$ cat src/rtl/logic_unit_seq_if.sv
// Handshake bundle for logic_unit_seq: operand/command channel in, result channel out.
// Both channels use valid/ready: a beat transfers on a rising clk edge where valid & ready are both 1.
interface logic_unit_seq_if #(
  parameter int WIDTH = 4
);
  logic [WIDTH-1:0] a_in;
  logic [WIDTH-1:0] b_in;
  logic [2:0]       op_sel;
  logic             mode;
  logic             in_valid;
  logic             in_ready;
  logic [WIDTH-1:0] z_out;
  logic [2:0]       op_out;
  logic             out_valid;
  logic             out_ready;

  modport master (
    output a_in, b_in, op_sel, mode, in_valid, out_ready,
    input  in_ready, z_out, op_out, out_valid
  );

  modport slave (
    input  a_in, b_in, op_sel, mode, in_valid, out_ready,
    output in_ready, z_out, op_out, out_valid
  );
endinterface

$ cat src/rtl/logic_unit_seq.sv
// Registered bitwise logic unit with a one-deep output register and a prescaled op sweep mode.
module logic_unit_seq #(
  parameter int WIDTH = 4,
  parameter int DIV   = 4
) (
  input  logic                clk,
  input  logic                rst,
  logic_unit_seq_if.slave     bus,
  output logic                o_dbg_state,
  output logic [2:0]          o_dbg_sweep_op
);
  localparam int PW = $clog2(DIV);

  typedef enum logic {ST_MANUAL = 1'b0, ST_SWEEP = 1'b1} state_t;

  state_t           r_state;
  state_t           w_state_nxt;
  logic [PW-1:0]    r_presc;
  logic [PW-1:0]    w_presc_nxt;
  logic [2:0]       r_sweep_op;
  logic [2:0]       w_sweep_nxt;
  logic [WIDTH-1:0] r_z;
  logic [2:0]       r_op;
  logic             r_out_valid;
  logic             w_accept;
  logic [2:0]       w_op;

  function automatic logic [WIDTH-1:0] f_logic(input logic [2:0] op,
                                              input logic [WIDTH-1:0] a,
                                              input logic [WIDTH-1:0] b);
    logic [WIDTH-1:0] z;
    case (op)
      3'd0:    z = a & b;
      3'd1:    z = a | b;
      3'd2:    z = ~a;
      3'd3:    z = a ^ b;
      3'd4:    z = ~(a & b);
      3'd5:    z = ~(a | b);
      3'd6:    z = ~(a ^ b);
      default: z = a;
    endcase
    return z;
  endfunction

  always_ff @(posedge clk or posedge rst) begin
    if (rst) begin
      r_state    <= ST_MANUAL;
      r_presc    <= '0;
      r_sweep_op <= '0;
    end else begin
      r_state    <= w_state_nxt;
      r_presc    <= w_presc_nxt;
      r_sweep_op <= w_sweep_nxt;
    end
  end

  always_comb begin
    w_state_nxt = r_state;
    w_presc_nxt = r_presc;
    w_sweep_nxt = r_sweep_op;
    case (r_state)
      ST_MANUAL: begin
        w_presc_nxt = '0;
        w_sweep_nxt = '0;
        if (bus.mode) w_state_nxt = ST_SWEEP;
      end
      ST_SWEEP: begin
        if (!bus.mode) begin
          w_state_nxt = ST_MANUAL;
          w_presc_nxt = '0;
          w_sweep_nxt = '0;
        end else if (r_presc == PW'(DIV - 1)) begin
          w_presc_nxt = '0;
          w_sweep_nxt = r_sweep_op + 3'd1;
        end else begin
          w_presc_nxt = r_presc + PW'(1);
        end
      end
      default: w_state_nxt = ST_MANUAL;
    endcase
  end

  // The registered sweep_op is used, so a step on the accept edge still sees the old code.
  assign w_op     = (r_state == ST_SWEEP) ? r_sweep_op : bus.op_sel;
  assign w_accept = bus.in_valid & bus.in_ready;

  always_ff @(posedge clk or posedge rst) begin
    if (rst) begin
      r_z         <= '0;
      r_op        <= '0;
      r_out_valid <= 1'b0;
    end else if (w_accept) begin
      r_z         <= f_logic(w_op, bus.a_in, bus.b_in);
      r_op        <= w_op;
      r_out_valid <= 1'b1;
    end else if (bus.out_ready) begin
      r_out_valid <= 1'b0;
    end
  end

  assign bus.in_ready    = ~r_out_valid | bus.out_ready;
  assign bus.z_out       = r_z;
  assign bus.op_out      = r_op;
  assign bus.out_valid   = r_out_valid;
  assign o_dbg_state     = r_state;
  assign o_dbg_sweep_op  = r_sweep_op;
endmodule

$ cat src/flat_wrapper.sv
// flat-port wrapper written by rule: the top's interface ports become plain ports
module logic_unit_seq_flat 
#(
  parameter int WIDTH = 4,
  parameter int DIV   = 4
)
  (clk, rst, o_dbg_state, o_dbg_sweep_op, bus_a_in, bus_b_in, bus_op_sel, bus_mode, bus_in_valid, bus_out_ready, bus_in_ready, bus_z_out, bus_op_out, bus_out_valid);
  logic_unit_seq_if #(.WIDTH(WIDTH)) bus_i ();
  input  logic clk;
  input  logic rst;
  output logic o_dbg_state;
  output logic [2:0] o_dbg_sweep_op;
  input wire logic [$bits(bus_i.a_in)-1:0] bus_a_in;
  input wire logic [$bits(bus_i.b_in)-1:0] bus_b_in;
  input wire logic [$bits(bus_i.op_sel)-1:0] bus_op_sel;
  input wire logic [$bits(bus_i.mode)-1:0] bus_mode;
  input wire logic [$bits(bus_i.in_valid)-1:0] bus_in_valid;
  input wire logic [$bits(bus_i.out_ready)-1:0] bus_out_ready;
  output wire logic [$bits(bus_i.in_ready)-1:0] bus_in_ready;
  output wire logic [$bits(bus_i.z_out)-1:0] bus_z_out;
  output wire logic [$bits(bus_i.op_out)-1:0] bus_op_out;
  output wire logic [$bits(bus_i.out_valid)-1:0] bus_out_valid;
  assign bus_i.a_in = bus_a_in;
  assign bus_i.b_in = bus_b_in;
  assign bus_i.op_sel = bus_op_sel;
  assign bus_i.mode = bus_mode;
  assign bus_i.in_valid = bus_in_valid;
  assign bus_i.out_ready = bus_out_ready;
  assign bus_in_ready = bus_i.in_ready;
  assign bus_z_out = bus_i.z_out;
  assign bus_op_out = bus_i.op_out;
  assign bus_out_valid = bus_i.out_valid;
  logic_unit_seq #(.WIDTH(WIDTH), .DIV(DIV)) u_core (.clk(clk), .rst(rst), .bus(bus_i), .o_dbg_state(o_dbg_state), .o_dbg_sweep_op(o_dbg_sweep_op));
endmodule
$ cat config.mk
export PLATFORM = sky130hd
export DESIGN_NAME = logic_unit_seq_flat
export DESIGN_NICKNAME = d
export VERILOG_FILES = /design/src/rtl/logic_unit_seq_if.sv /design/src/rtl/logic_unit_seq.sv /design/src/flat_wrapper.sv
export SDC_FILE = /design/constraint.sdc
export NUM_CORES = 1
export LEC_CHECK = 0
export ABC_AREA = 1
export CAP_MARGIN = 30
export CORE_ASPECT_RATIO = 1.5
export CORE_MARGIN = 2
export CORE_UTILIZATION = 45
export CTS_CLUSTER_SIZE = 25
export DETAILED_ROUTE_END_ITERATION = 10
export DONT_BUFFER_PORTS = 1
export SYNTH_ARGS = -nofsm -noshare
export SYNTH_HDL_FRONTEND = slang
export SYNTH_SLANG_ARGS = --single-unit
$ cat constraint.sdc
create_clock -name clk -period 2.16 [get_ports clk]
set_input_delay 0.216 -clock clk [delete_from_list [all_inputs] [get_ports clk]]
set_output_delay 0.216 -clock clk [all_outputs]
set_load 0.02 [all_outputs]
### Word-level counts from Yosys, hierarchy flattened

Cells that the tools add are included.

| storage, ports and cells | value |
|---|---|
| input bits | 16 |
| register bits | 14 |
| word-level logic and storage cells | 40 |

| operators by class | value |
|---|---|
| reductions and logical operators | 2 |
| bitwise gates (word level) | 11 |
| add/sub/neg operators | 2 |
| muxes and demuxes | 11 |
| equal/unequal tests | 8 |

Operators by type and width:

| operator | count |
|---|---|
| $pmux W4 S7 | 1 |
| $not A4 Y4 | 4 |
| $eq A3 B3 Y1 const B | 3 |
| $mux W3 | 3 |
| $eq A3 B2 Y1 const B | 2 |
| $pmux W3 S2 | 1 |
| $and A4 B4 Y4 | 1 |
| $mux W2 | 2 |
| $or A4 B4 Y4 | 1 |
| $pmux W2 S2 | 1 |
| $xor A4 B4 Y4 | 1 |
| $add A3 B1 Y3 const B | 1 |
| $eq A3 B1 Y1 const B | 1 |
| $logic_not A3 Y1 | 1 |
| $mux W1 | 3 |
| $ne A3 B3 Y1 const B | 1 |
| $add A2 B1 Y2 const B | 1 |
| $eq A2 B2 Y1 const B | 1 |
| $not A1 Y1 | 2 |
| $reduce_bool A2 Y1 | 1 |
| $and A1 B1 Y1 | 1 |
| $or A1 B1 Y1 | 1 |

### Longest topological paths before layout

| depth | value |
|---|---|
| depth in word-level cells | 4 |
| depth in mapped cells | 11 |
| gate-level depth less buffers | 10 |

### Least setup slack after synthesis

No wires, ideal clock.

| timing | value |
|---|---|
| kind | reg-to-reg |
| start point | reg u_core.r_state, in the netlist u_core.o_dbg_state |
| end point | reg u_core.r_z[1], in the netlist u_core.bus.z_out[1] |
| buffers on the path | 1 |
| data arrival time | 1.309 ns |
| data required time | 2.044 ns |
| slack | 0.735 ns |
| stages on the path, launching flop included | 11 |
| cells stage by stage | dfrtp_1 > inv_2 > nand2_1 > nand2_2 > buf_2 > nand4_1 > nand2_1 > nor2_1 > nand2_1 > nand2_1 > nand2_1 |

| on the way | value |
|---|---|
| cells in the longest elaborated chain, start to end | 3 |
| elaborated cells on any way between the ends | 9 |
| classes of those cells | eq/ne: 6; mux: 2; reduce/logical: 1 |

RTL lines:

| element | line | RTL |
|---|---|---|
| start, declared | logic_unit_seq.sv:16 | `state_t r_state;` |
| start signal, assigned | logic_unit_seq.sv:51 | `r_state <= w_state_nxt;` |
| $mux W3 (*) | logic_unit_seq.sv:84 | `assign w_op = (r_state == ST_SWEEP) ? r_sweep_op : bus.op_sel;` |
| $eq A3 B3 Y1 (tied with other cells) | logic_unit_seq.sv:32 | `case (op)` |
| $pmux W4 S7 (*) | logic_unit_seq.sv:32 |  |
| end signal, assigned | logic_unit_seq.sv:93 | `r_z <= f_logic(w_op, bus.a_in, bus.b_in);` |
| end, declared | logic_unit_seq.sv:22 | `logic [WIDTH-1:0] r_z;` |

Mark *: on every way between the ends. The rest lies on a longest branch, timed or not.
A chain may end at the register's enable or synchronous reset.

### Worst setup path after layout

Same ends and word-level chain as after synthesis.

==> metrics <==
outcome completed; area of the die 2936 um^2; CTS tree built; Post-Synth XOR/XNOR Area 1.550%; post-route ant nets 0; count of pins over their slew limit 0; Worst setup SP type flip-flop; Final Skew 0.005368 ns; clk root buf clkbuf_4; # DRC 0; post-synth cell types 20; Clock Power Share 27.9%; largest net degree at the start of global routing 18; post-route cell area 1184 um^2; Slew Limit Headroom 66.63%; Starting DRT DRC Count 25; NumNets Final 196; Setup Buffers After CTS 0; DP HPWL 1.902 mm; Synth Area in Adders 11.07%; Std-Cell Rows 22; remaining global-route overflow 0; GP Congestion 0.8096; port bufs 0; Hold Vio Cnt, Final 0; Clock Path Buffers 2; die height 65.37 um; H-tree levels 1; CTS Hold Buffers Added 2; Initial Util 46.64%; top-area cell type share of the netlist area 31.01%; post-synthesis compound-gate area fraction 3.544%; most common library cells after synthesis 52 x nand2_1, 28 x inv_1, 20 x nand4_1; EDFF count, synth 0; gr usage total 20.19%; Routed WL 2.451 mm; Crit Path Class flip-flop to flip-flop; crit share post-route 82.32%; Synth Flop Type dfrtp_1; Pleak 0.7058 nW; Switching Share 33.68%; CP required 2.33 ns; drt first pass iters 4; Max Cap Viol 0; Core ar. 2422 um^2; Setup crit end kind flip-flop; syn avg cell area 6.725 um^2; RSZ-0062 raised after global routing no; num ports 29; total power density per cell area 550.7 nW/um^2; Area growth syn-to-layout 4.762%; DR vias/cell 5.451; Max Clk Rate 0.5624 GHz; top post-synthesis cells by area dfrtp_1 31%, nand2_1 17%, ha_1 11%, nand4_1 11%, inv_1 9.3%; ant diodes 0; FF+latch count, synth 14; main combinational cell family by area after synthesis simple AND/OR/NAND/NOR gates; Clock transition at path regs 0.08 ns; Die Wd 44.91 um; fraction of layout cells with a size suffix above 1 5.917%; Synth Instances 168; synth warn 0; CTS Buf Count 3; P_int 0.4324 mW; FFs w/ async S/R, synth 100.0%; final critical-path required period 1.778 ns; sequential fraction of the synthesis area 31.01%; net count after synthesis 194; Synth area leader dfrtp_1; Worst Path Max Fanout 14; mux share of post-synthesis cell area 0%; Synth Area in Simple Gates 39.76%; setup TNS 0 ns; maximum VDD drop 0.3755 mV; Placement Setup Slack 0.4069 ns; WP data arrival 1.95 ns; Avg WL per Cell 12.70 um; clock latency on the worst-skew pair 0.28 ns; initial antenna violation count 0; Worst Hold Class input pin to flip-flop; most numerous cell in the Yosys netlist nand2_1; clk sink count 14; routed vias 1052; Setup-failing EPs final 0; final worst slack 0.3819 ns; Netlist Area Pre-Place 1130 um^2; Slew @ Worst Pin 0.4999 ns; Sequential Power Share 51.6%; placed instance area 1127 um^2; power share of the combinational group 20.5%; P_sw 0.2195 mW; first-pass GRT wire length 4.554 mm; number of global-route vias before repair 1067; post_cts resized 0
## through the flow
step,hold slack (ns),utilization (%),power [mW],instances
floorplan,0.1052,-,0.4464,168
global placement,0.1632,46.54,0.4708,187
detailed placement,0.1659,46.54,0.4736,187
CTS,0.1650,48.86,0.6584,193
global route,0.1844,48.86,0.6991,193
finish,0.1729,48.86,0.6519,193
## final timing paths
| kind | start | endpoint | slack [ns] | cells past startpoint |
|---|---|---|---|---|
| setup / recovery | u_core.o_dbg_state$_DFF_PP0_ | u_core.bus.z_out[1]$_DFFE_PP0P_ | 0.38 | 8 |
| hold / removal | bus_mode | u_core.r_presc[1]$_DFF_PP0_ | 0.17 | 2 |
| setup reg to reg | u_core.o_dbg_state$_DFF_PP0_ | u_core.bus.z_out[1]$_DFFE_PP0P_ | 0.38 | 8 |
| hold reg to reg | u_core.r_presc[0]$_DFF_PP0_ | u_core.r_presc[0]$_DFF_PP0_ | 0.45 | 1 |
| max in group asynchronous | rst | u_core.o_dbg_state$_DFF_PP0_ | 1.42 | 2 |
| min in group asynchronous | rst | u_core.bus.op_out[0]$_DFFE_PP0P_ | 0.40 | 2 |
## flip-flops by register name (all words and copies together) (netlist names)
| signal | flops |
|---|---|
| u_core.o_dbg_state | 1 |
| u_core.bus.op_out | 3 |
| u_core.bus.out_valid | 1 |
| u_core.o_dbg_sweep_op | 3 |
| u_core.bus.z_out | 4 |
| u_core.r_presc | 2 |
## placed cells by master (no fill, tap or decap), types with 2 or more instances in the layout
master,synthesis,routed
ha_1,10,10
dfrtp_1,14,14
nor2_1,13,13
nand3_1,9,9
nand4_1,20,20
o21ai_0,3,3
nand2_2,3,3
clkbuf_4,0,3
a21oi_1,5,5
nand2_1,52,52
inv_1,28,28
dlygate4sd3_1,0,2
## layer usage
metal	part of all wire (%)	global-route usage, %	vias to the layer above
li1	-	-	536
met1	43	24.56	489
met5	0	0	-
met4	1.9	9.559	0
met2	51	33.51	21
met3	3.9	3.571	6
## final cells by class
class	instances	area (um^2)
Sequential cell	14	350.3
Tap cell	24	30.03
Fill cell	258	1239
Inverter	30	115.1
Timing Repair Buffer	2	20.02
Multi-Input combinational cell	119	631.9
Clock buffer	4	36.28
## worst max-delay path, stage by stage, from the launching register on
cell,delay (ns)
dfrtp_1,0.53
inv_2,0.15
nand2_1,0.08
nand2_2,0.26
nand3_1,0.26
inv_1,0.19
a21oi_1,0.08
nand2_1,0.09
nand2_1,0.05
## power by group through the flow
stage               Combinational (mW)  Sequential, mW  Clock, mW
floorplan                        0.110           0.337          0
global placement                 0.129           0.342          0
detailed placement               0.131           0.342          0
CTS                              0.134           0.337      0.187
global route                     0.159           0.340      0.200
finish                           0.134           0.336      0.182
## logic make-up (layout without fill, tap and decap cells)
logic type               count (synthesis)  after routing
AO/OA/AOI/OAI                            8              8
XOR/XNOR                                 2              2
adder cells (fa/ha/maj)                 10             10
buffers and inverters                   35             36
flip-flops                              14             14
AND/OR/NAND/NOR                         99             99
Power figures use the tool's default switching activity.
